**config.mk**
```make
export PLATFORM = sky130hd
export DESIGN_NAME = pll_drp_ctrl_flat
export DESIGN_NICKNAME = d
export VERILOG_FILES = /design/src/rtl/pll_drp_pkg.sv /design/src/rtl/pll_drp_ctrl_if.sv /design/src/rtl/pll_drp_ctrl_timer.sv /design/src/rtl/pll_drp_ctrl.sv /design/src/flat_wrapper.sv
export SDC_FILE = /design/constraint.sdc
export NUM_CORES = 1
export LEC_CHECK = 0
export ABC_AREA = 1
export BUFFER_PORTS_ARGS = -buffer_cell sky130_fd_sc_hd__buf_2
export CAP_MARGIN = 5
export CORE_MARGIN = 2
export CORE_UTILIZATION = 45
export CTS_CLUSTER_DIAMETER = 120
export DETAILED_ROUTE_END_ITERATION = 8
export PLACE_DENSITY = 0.71
export SLEW_MARGIN = 15
export SYNTH_ARGS = -nofsm -noshare
export SYNTH_HDL_FRONTEND = slang
export SYNTH_SLANG_ARGS = --single-unit
```
**constraint.sdc**
```tcl
create_clock -name clk -period 3.8 [get_ports clk]
set_input_delay 0.19 -clock clk [delete_from_list [all_inputs] [get_ports clk]]
set_output_delay 0.19 -clock clk [all_outputs]
set_load 0.005 [all_outputs]
```
**src/rtl/pll_drp_pkg.sv**
```systemverilog
// Shared types and helpers for the PLL DRP read-modify-write sequencer.
package pll_drp_pkg;

  localparam int DRP_ADDR_W = 7;
  localparam int DRP_DATA_W = 16;

  typedef enum logic [2:0] {
    S_IDLE,
    S_RD,
    S_RD_WAIT,
    S_WR,
    S_WR_WAIT,
    S_LOCK_WAIT
  } drp_state_e;

  // A mask bit of 1 keeps the old register bit; 0 takes the new data bit.
  function automatic logic [DRP_DATA_W-1:0] drp_merge(
    input logic [DRP_DATA_W-1:0] old,
    input logic [DRP_DATA_W-1:0] data,
    input logic [DRP_DATA_W-1:0] mask
  );
    return (old & mask) | (data & ~mask);
  endfunction

endpackage

```
**src/rtl/pll_drp_ctrl_if.sv**
```systemverilog
// Request handshake, DRP bus and PLL control signals of the sequencer.
interface pll_drp_ctrl_if;
  import pll_drp_pkg::*;

  logic                  req_valid;
  logic                  req_ready;
  logic [DRP_ADDR_W-1:0] req_addr;
  logic [DRP_DATA_W-1:0] req_data;
  logic [DRP_DATA_W-1:0] req_mask;
  logic                  done;
  logic                  err;
  logic [DRP_ADDR_W-1:0] drp_daddr;
  logic                  drp_den;
  logic                  drp_dwe;
  logic [DRP_DATA_W-1:0] drp_di;
  logic [DRP_DATA_W-1:0] drp_do;
  logic                  drp_drdy;
  logic                  pll_rst;
  logic                  pll_locked;

  modport master (
    input  req_valid, req_addr, req_data, req_mask, drp_do, drp_drdy, pll_locked,
    output req_ready, done, err, drp_daddr, drp_den, drp_dwe, drp_di, pll_rst
  );

  modport slave (
    output req_valid, req_addr, req_data, req_mask, drp_do, drp_drdy, pll_locked,
    input  req_ready, done, err, drp_daddr, drp_den, drp_dwe, drp_di, pll_rst
  );

endinterface

```
**src/rtl/pll_drp_ctrl_timer.sv**
```systemverilog
// Loadable down-counter that stops at zero and flags expiry.
module drp_timer #(
  parameter int W = 13
) (
  input  logic         clk,
  input  logic         rst,
  input  logic         load_i,
  input  logic [W-1:0] load_val_i,
  output logic [W-1:0] count_o,
  output logic         expired_o
);

  logic [W-1:0] cnt_q, cnt_d;

  always_comb begin
    cnt_d = cnt_q;
    if (load_i)
      cnt_d = load_val_i;
    else if (cnt_q != '0)
      cnt_d = cnt_q - W'(1);
  end

  always_ff @(posedge clk) begin
    if (rst) cnt_q <= '0;
    else     cnt_q <= cnt_d;
  end

  assign count_o   = cnt_q;
  assign expired_o = (cnt_q == '0);

endmodule

```
**src/rtl/pll_drp_ctrl.sv**
```systemverilog
// PLL DRP read-modify-write sequencer: holds the PLL in reset around the access, then waits for lock.
module pll_drp_ctrl
  import pll_drp_pkg::*;
#(
  parameter int DRDY_TIMEOUT = 64,
  parameter int LOCK_TIMEOUT = 4096,
  parameter int LOCK_BLANK   = 4
) (
  input  logic           clk,
  input  logic           rst,
  pll_drp_ctrl_if.master bus
);

  localparam int MAX_TO = (DRDY_TIMEOUT > LOCK_TIMEOUT) ? DRDY_TIMEOUT : LOCK_TIMEOUT;
  localparam int TW     = $clog2(MAX_TO) + 1;
  // The timer is loaded on entry to a wait state, one cycle after DEN for DRP
  // waits, so the last cycle in which DRDY is still accepted is DEN + DRDY_TIMEOUT - 1.
  localparam logic [TW-1:0] DRDY_LOAD = TW'(DRDY_TIMEOUT - 2);
  localparam logic [TW-1:0] LOCK_LOAD = TW'(LOCK_TIMEOUT - 1);
  localparam logic [TW-1:0] BLANK_THR = TW'(LOCK_TIMEOUT - 1 - LOCK_BLANK);

  drp_state_e            state_q, state_d;
  logic [DRP_ADDR_W-1:0] addr_q, addr_d;
  logic [DRP_DATA_W-1:0] data_q, data_d;
  logic [DRP_DATA_W-1:0] mask_q, mask_d;
  logic [DRP_DATA_W-1:0] di_q, di_d;
  logic                  pll_rst_q, pll_rst_d;
  logic                  done_c, err_c;
  logic                  tmr_load, tmr_expired, blank_done;
  logic [TW-1:0]         tmr_val, tmr_cnt;

  drp_timer #(.W(TW)) u_timer (
    .clk        (clk),
    .rst        (rst),
    .load_i     (tmr_load),
    .load_val_i (tmr_val),
    .count_o    (tmr_cnt),
    .expired_o  (tmr_expired)
  );

  // The shared counter doubles as the lock-wait blanking timer.
  assign blank_done = (tmr_cnt <= BLANK_THR);

  always_comb begin
    state_d = state_q;
    addr_d  = addr_q;
    data_d  = data_q;
    mask_d  = mask_q;
    di_d    = di_q;
    done_c  = 1'b0;
    err_c   = 1'b0;
    unique case (state_q)
      S_IDLE: begin
        if (bus.req_valid) begin
          addr_d  = bus.req_addr;
          data_d  = bus.req_data;
          mask_d  = bus.req_mask;
          state_d = S_RD;
        end
      end
      S_RD: state_d = S_RD_WAIT;
      S_RD_WAIT: begin
        if (bus.drp_drdy) begin
          di_d    = drp_merge(bus.drp_do, data_q, mask_q);
          state_d = S_WR;
        end else if (tmr_expired) begin
          done_c  = 1'b1;
          err_c   = 1'b1;
          state_d = S_IDLE;
        end
      end
      S_WR: state_d = S_WR_WAIT;
      S_WR_WAIT: begin
        if (bus.drp_drdy) begin
          state_d = S_LOCK_WAIT;
        end else if (tmr_expired) begin
          done_c  = 1'b1;
          err_c   = 1'b1;
          state_d = S_IDLE;
        end
      end
      S_LOCK_WAIT: begin
        if (blank_done && bus.pll_locked) begin
          done_c  = 1'b1;
          state_d = S_IDLE;
        end else if (tmr_expired) begin
          done_c  = 1'b1;
          err_c   = 1'b1;
          state_d = S_IDLE;
        end
      end
      default: state_d = S_IDLE;
    endcase
    pll_rst_d = (state_d inside {S_RD, S_RD_WAIT, S_WR, S_WR_WAIT});
    tmr_load  = (state_d != state_q);
    tmr_val   = (state_d == S_LOCK_WAIT) ? LOCK_LOAD : DRDY_LOAD;
  end

  always_ff @(posedge clk) begin
    if (rst) begin
      state_q   <= S_IDLE;
      addr_q    <= '0;
      data_q    <= '0;
      mask_q    <= '0;
      di_q      <= '0;
      pll_rst_q <= 1'b0;
    end else begin
      state_q   <= state_d;
      addr_q    <= addr_d;
      data_q    <= data_d;
      mask_q    <= mask_d;
      di_q      <= di_d;
      pll_rst_q <= pll_rst_d;
    end
  end

  assign bus.req_ready = (state_q == S_IDLE);
  assign bus.done      = done_c;
  assign bus.err       = err_c;
  assign bus.drp_daddr = addr_q;
  assign bus.drp_den   = (state_q == S_RD) || (state_q == S_WR);
  assign bus.drp_dwe   = (state_q == S_WR);
  assign bus.drp_di    = di_q;
  assign bus.pll_rst   = pll_rst_q;

endmodule

```
**src/flat_wrapper.sv**
```systemverilog
// flat-port wrapper written by rule: the top's interface ports become plain ports
module pll_drp_ctrl_flat import pll_drp_pkg::*;
#(
  parameter int DRDY_TIMEOUT = 64,
  parameter int LOCK_TIMEOUT = 4096,
  parameter int LOCK_BLANK   = 4
)
  (clk, rst, bus_req_valid, bus_req_addr, bus_req_data, bus_req_mask, bus_drp_do, bus_drp_drdy, bus_pll_locked, bus_req_ready, bus_done, bus_err, bus_drp_daddr, bus_drp_den, bus_drp_dwe, bus_drp_di, bus_pll_rst);
  pll_drp_ctrl_if bus_i ();
  input  logic clk;
  input  logic rst;
  input wire logic [$bits(bus_i.req_valid)-1:0] bus_req_valid;
  input wire logic [$bits(bus_i.req_addr)-1:0] bus_req_addr;
  input wire logic [$bits(bus_i.req_data)-1:0] bus_req_data;
  input wire logic [$bits(bus_i.req_mask)-1:0] bus_req_mask;
  input wire logic [$bits(bus_i.drp_do)-1:0] bus_drp_do;
  input wire logic [$bits(bus_i.drp_drdy)-1:0] bus_drp_drdy;
  input wire logic [$bits(bus_i.pll_locked)-1:0] bus_pll_locked;
  output wire logic [$bits(bus_i.req_ready)-1:0] bus_req_ready;
  output wire logic [$bits(bus_i.done)-1:0] bus_done;
  output wire logic [$bits(bus_i.err)-1:0] bus_err;
  output wire logic [$bits(bus_i.drp_daddr)-1:0] bus_drp_daddr;
  output wire logic [$bits(bus_i.drp_den)-1:0] bus_drp_den;
  output wire logic [$bits(bus_i.drp_dwe)-1:0] bus_drp_dwe;
  output wire logic [$bits(bus_i.drp_di)-1:0] bus_drp_di;
  output wire logic [$bits(bus_i.pll_rst)-1:0] bus_pll_rst;
  assign bus_i.req_valid = bus_req_valid;
  assign bus_i.req_addr = bus_req_addr;
  assign bus_i.req_data = bus_req_data;
  assign bus_i.req_mask = bus_req_mask;
  assign bus_i.drp_do = bus_drp_do;
  assign bus_i.drp_drdy = bus_drp_drdy;
  assign bus_i.pll_locked = bus_pll_locked;
  assign bus_req_ready = bus_i.req_ready;
  assign bus_done = bus_i.done;
  assign bus_err = bus_i.err;
  assign bus_drp_daddr = bus_i.drp_daddr;
  assign bus_drp_den = bus_i.drp_den;
  assign bus_drp_dwe = bus_i.drp_dwe;
  assign bus_drp_di = bus_i.drp_di;
  assign bus_pll_rst = bus_i.pll_rst;
  pll_drp_ctrl #(.DRDY_TIMEOUT(DRDY_TIMEOUT), .LOCK_TIMEOUT(LOCK_TIMEOUT), .LOCK_BLANK(LOCK_BLANK)) u_core (.clk(clk), .rst(rst), .bus(bus_i));
endmodule
```
## Word-level counts from Yosys, hierarchy flattened

Index checks and enable logic that the tools add are counted.

- Register bits: 72
- Bits of input ports: 60
- Output and inout bits: 29

- $add $sub $neg: 1
- Order comparisons: 1
- Eq/ne operators: 11
- Multiplexer cells: 15
- Bitwise operators: 4
- Reductions and logical operators: 10

Operator list:

| operator | number |
|---|---|
| bitwise AND 16 bit | 2 |
| 2-to-1 mux 13 bit | 2 |
| one-hot mux 3 bit (6 select lines) | 1 |
| inverter 16 bit | 1 |
| bitwise OR 16 bit | 1 |
| 2-to-1 mux 3 bit | 5 |
| <= comparator 13 x 12 -> 1 bit, second input constant | 1 |
| logical NOT 13 bit | 1 |
| nonzero test 13 bit | 1 |
| subtractor 13 x 1 -> 13 bit, second input constant | 1 |
| == test 3 x 2 -> 1 bit, second input constant | 4 |
| == test 3 bit, second input constant | 4 |
| 2-to-1 mux 12 bit | 1 |
| == test 3 x 1 -> 1 bit, second input constant | 2 |
| 2-to-1 mux 1 bit | 4 |
| one-hot mux 1 bit (2 select lines) | 2 |
| AND reduction 2 bit | 2 |
| nonzero test 4 bit | 1 |
| logical NOT 3 bit | 1 |
| != test 3 bit | 1 |
| nonzero test 2 bit | 1 |
| OR reduction 2 bit | 1 |
| logical AND 1 bit | 1 |
| logical OR 1 bit | 1 |

## Logic depth before layout (Yosys ltp)

- Depth in word-level cells: 7
- Depth in mapped cells: 15

## Cells and area by module

From an unflattened synthesis, not the netlist that was laid out.

- Cells, all modules: 456
- Area, all modules: 3534.6 um^2

By module, submodules not included:

| module | times used | cells an instance | area each (um^2) | sequential area each (um^2) |
|---|---|---|---|---|
| pll_drp_ctrl | 1 | 317 | 2592.5 | 1181.1 |
| drp_timer | 1 | 139 | 942.2 | 260.2 |

## Least setup slack after synthesis

OpenSTA, ideal clock, no wires.

- Path kind: register to register
- Start point: register u_core.u_timer.cnt_q[0], in the netlist u_core.u_timer.count_o[0]
- End point: register u_core.u_timer.cnt_q[5], in the netlist u_core.u_timer.count_o[5]
- Library setup time: 0.113 ns
- Data arrival time: 1.668 ns
- Required time: 3.687 ns
- Setup slack: 2.019 ns
- Stages on the path, launching flop included: 13
- Path buffers: 0
- Clock period less this slack: 1.781 ns
- Path through: dfxtp_1 inv_1 ha_1 inv_1 nor3_2 nand2_2 nor2_4 nand2_4 nand4_1 or2_2 xor2_1 o21ai_1 inv_1

- Cells in the longest elaborated chain, start to end: 6
- Elaborated cells on any way between the ends: 14

Ends and longest elaborated chain:

| what | RTL line | source |
|---|---|---|
| start: declaration | pll_drp_ctrl_timer.sv:13 | `logic [W-1:0] cnt_q, cnt_d;` |
| start signal: assignment | pll_drp_ctrl_timer.sv:25 | `else cnt_q <= cnt_d;` |
| <= comparator 13 x 12 -> 1 bit or logical NOT 13 bit (tied branches) | pll_drp_ctrl.sv:42, pll_drp_ctrl_timer.sv:29 |  |
| logical AND 1 bit or 2-to-1 mux 3 bit (tied branches) | -- |  |
| 2-to-1 mux 3 bit, on equally long branches | pll_drp_ctrl.sv:83, pll_drp_ctrl.sv:63, pll_drp_ctrl.sv:74 |  |
| one-hot mux 3 bit (6 select lines) | pll_drp_ctrl.sv:52 | `unique case (state_q)` |
| != test 3 bit | pll_drp_ctrl.sv:95 | `tmr_load = (state_d != state_q);` |
| 2-to-1 mux 13 bit or nonzero test 2 bit (tied branches) | -- |  |

Parallel ways exist; a longest one is shown, timed or not. The select of a mux whose other input is x is not followed.
A chain may end at the register's enable or synchronous reset.

## Final worst setup path

- Start point: register u_core.u_timer.cnt_q[0], in the netlist u_core.u_timer.count_o[0]
- End point: output port bus_err

- Cells in the longest elaborated chain, start to end: 4
- Elaborated cells on any way between the ends: 7

Ends and longest elaborated chain:

| what | RTL line | source |
|---|---|---|
| <= comparator 13 x 12 -> 1 bit or logical NOT 13 bit (tied branches) | pll_drp_ctrl.sv:42, pll_drp_ctrl_timer.sv:29 |  |
| logical AND 1 bit or 2-to-1 mux 1 bit (tied branches) | -- |  |
| 2-to-1 mux 1 bit, on equally long branches | pll_drp_ctrl.sv:83, pll_drp_ctrl.sv:74 |  |
| one-hot mux 1 bit (2 select lines) * | pll_drp_ctrl.sv:52 |  |
| end: declaration | flat_wrapper.sv:21 | `output wire logic [$bits(bus_i.err)-1:0] bus_err;` |

Mark *: on every way between the ends. The rest lies on a longest branch, timed or not.

==> key figures <==
Outcome
  – Outcome: finished clean

Drt
  – Via count: approximately 3,100
  – # DRC: 0
  – Routed Antenna Nets: 0
  – 1st-pass router iterations: 4
  – WL final: around 7700 um
  – WL/cell: 12.3 um
  – DR iter-0 viols: roughly 210
  – Via density: ~4.9

Layout
  – N_diodes: 0
  – Fill cells: a little over 700
  – Final nets: roughly 580
  – Area delta synth->final: 20.7%
  – Layout cell share with drive strength beyond 1: 0.263
  – Most common cell after layout, fill and taps aside: nand2_1
  – Finished Cell Area: ~3900 sq um
  – Commonest cells after routing, fill and taps aside: 96 x nand2_1, 88 x buf_2, 72 x dfxtp_1
  – Final core occ: 0.552
  – Final Non-Filler Cells: 624

STA
  – Post-route minimum period: 2.18 ns
  – Final period utilization: 0.573
  – Worst slew pin tran: around 1.1 ns
  – Final setup vio count: 0
  – Final WS setup: around 1.6 ns
  – Fmax: 459 MHz
  – Hold slack: around 0.11 ns
  – Sum Neg Setup Slack: 0 ns
  – Final Slew Violations: 0
  – Endpoints failing hold: 0
  – Worst slew margin: 0.272
  – RSZ-0062 raised after global routing: false
  – Clk_skew: 0.00556 ns

Clocking
  – Reg clk slew, reported paths: roughly 0.08 ns
  – Clock Latency Late Sink: ~0.34 ns
  – Total CTS buffers: 9
  – TritonCTS Sinks: 72
  – CTS tree: done
  – # Post-CTS Setup Buffers: 0
  – Cts hold-fix bufs: 0
  – CTS Buffer Depth: 2
  – CTS Root Cell: clkbuf_8
  – CTS resizes: 0
  – # H-tree levels: 3

Pwr
  – Leak pwr: about 1.8 nW
  – Logic pwr share: 0.192
  – Switch share: 0.305
  – Power per Cell Area: 436 nW/um^2
  – Power consumption: around 1.7 mW
  – Clock power frac: 0.311
  – Sw Pwr: approximately 0.52 mW
  – Pint: about 1.2 mW
  – Flop pwr share: 0.497
  – Worst vdd rail ir drop: around 0.00022 V

Floorplanning
  – Die X: 89.2 um
  – Row count: 31
  – DIE AREA: a little under 8000 sq um
  – Core area: between 7000 and 8000 sq um
  – Die H: slightly below 90 um
  – Io pins: 89
  – Initial core utilization: 0.457

Global routing
  – GRT overflow: 0
  – First-pass GRT wire length: around 12,000 um
  – Initial antenna violation count: 0
  – Vias in the first global route: 2,676
  – All-layer global routing usage: 0.195
  – Largest net degree at the start of global routing: 40

Worst setup path
  – CP endpoint kind: primary output
  – Required time worst endpoint: 3.61 ns
  – CP arrival: just under 2 ns
  – R2R cell count: 4
  – CP max FO: 10
  – Crit Path Class: reg -> out
  – CP Launch Type: register

Placement
  – Placed cells: 608
  – Worst slack, placed: 1.73 ns
  – I/O Buffers: 88
  – Gpl congestion: 0.815
  – Post-DP Area: roughly 3800 sq um
  – Dpl hpwl: approximately 5300 um

Synth
  – Flops & latches, synth: roughly 70
  – Sequential fraction of the synthesis area: 0.442
  – Post-Synthesis Cells: 440
  – Synth area leader: dfxtp_1
  – Post-synth ARST share: 0
  – Synth Cell Area: ~3300 sq um
  – Synth unique cells: 35
  – Ys flop type: dfxtp_1
  – Yosys top cell area share: 0.442
  – Avg Cell Area, Syn: about 7.4 sq um
  – Yosys warns: 0
  – Syn nets: ~500
  – Number of flops mapped to enable cells by yosys: 0
  – Synth top area cells: dfxtp_1 44%, nand2_1 11%, a21oi_1 6.4%

Hold path
  – WHS Path Cells: 3
  – Hold Path Class: in -> reg

Flow run
  – Max-cap violations: 0
registers in the layout, indices dropped and copies added (netlist names):
name / flops
u_core.u_timer.count_o: 13
u_core.bus.pll_rst: 1
u_core.data_q: 16
u_core.bus.drp_daddr: 7
u_core.mask_q: 16
u_core.state_q: 3
u_core.bus.drp_di: 16
worst paths after layout:
kind	to	slack [ns]	from
hold reg to reg	u_core.bus.drp_daddr[2]	0.46	u_core.bus.drp_daddr[2]
setup / recovery	bus_err	1.62	u_core.u_timer.count_o[0]
setup reg to reg	u_core.bus.drp_di[5]	1.76	u_core.state_q[1]
hold / removal	u_core.bus.drp_di[10]	0.11	bus_drp_do[10]
power groups by stage:
| stage | Combinational [mW] | Sequential (mW) | Clock [mW] |
|---|---|---|---|
| CTS | 0.332 | 0.854 | 0.551 |
| floorplan | 0.236 | 0.863 | 0 |
| global placement | 0.324 | 0.869 | 0 |
| global route | 0.374 | 0.862 | 0.583 |
| finish | 0.330 | 0.854 | 0.535 |
| detailed placement | 0.330 | 0.871 | 0 |
final cells by class:
| class | instances | area, sq um | share of cell area |
|---|---|---|---|
| multi-input combinational | 297 | 1560 | 0.395 |
| timing repair buffer | 90 | 455 | 0.116 |
| clock inverter | 5 | 32.5 | 0.00826 |
| inverter | 50 | 190 | 0.0483 |
| tap | 99 | 124 | 0.0314 |
| sequential | 72 | 1440 | 0.366 |
| clock buffer | 11 | 141 | 0.0359 |
worst max-delay path: stages (launching register included):
cell and delay, ns:
dfxtp_1 0.33, inv_1 0.13, ha_1 0.22, inv_1 0.07, nor3_2 0.16, nand2_2 0.10, nor2_4 0.12, nand2_4 0.12
inv_1 0.07, nand3_1 0.08, o21ai_0 0.11, buf_2 0.15
logic make-up after synthesis:
kind of cell             count (synthesis)  share of synthesized area
flip-flops                              72                      0.442
AO/OA/AOI/OAI                          101                      0.167
AND/OR/NAND/NOR                        184                      0.273
XOR/XNOR                                10                     0.0268
adder cells (fa/ha/maj)                  2                    0.00767
buffers and inverters                   71                     0.0832
layer usage:
layer | vias up | global-route usage | share of wire
met3 | 8 | 0.0489 | 0.054
li1 | 1594 | - | -
met4 | 0 | 0.0923 | 0.014
met2 | 67 | 0.304 | 0.48
met5 | - | 0 | 0
met1 | 1382 | 0.254 | 0.46
synthesized netlist by cell type (2+ instances only):
| library cell | count |
|---|---|
| inv_2 | 4 |
| nand2_2 | 3 |
| ha_1 | 2 |
| clkbuf_1 | 19 |
| a21oi_1 | 42 |
| or2_2 | 2 |
| nand2_1 | 97 |
| nor3_2 | 3 |
| buf_2 | 2 |
| dfxtp_1 | 72 |
| o21ai_1 | 5 |
| nor2_1 | 21 |
| xnor2_1 | 2 |
| inv_1 | 44 |
| a31oi_1 | 16 |
| nand4_1 | 3 |
| nor3_1 | 2 |
| nor2_4 | 2 |
| xor2_1 | 8 |
| nand3_2 | 2 |
| nand2_4 | 3 |
| nor2_2 | 4 |
| o21ai_0 | 35 |
| nand3_1 | 36 |
No activity file was read; power rests on OpenSTA's default activity.
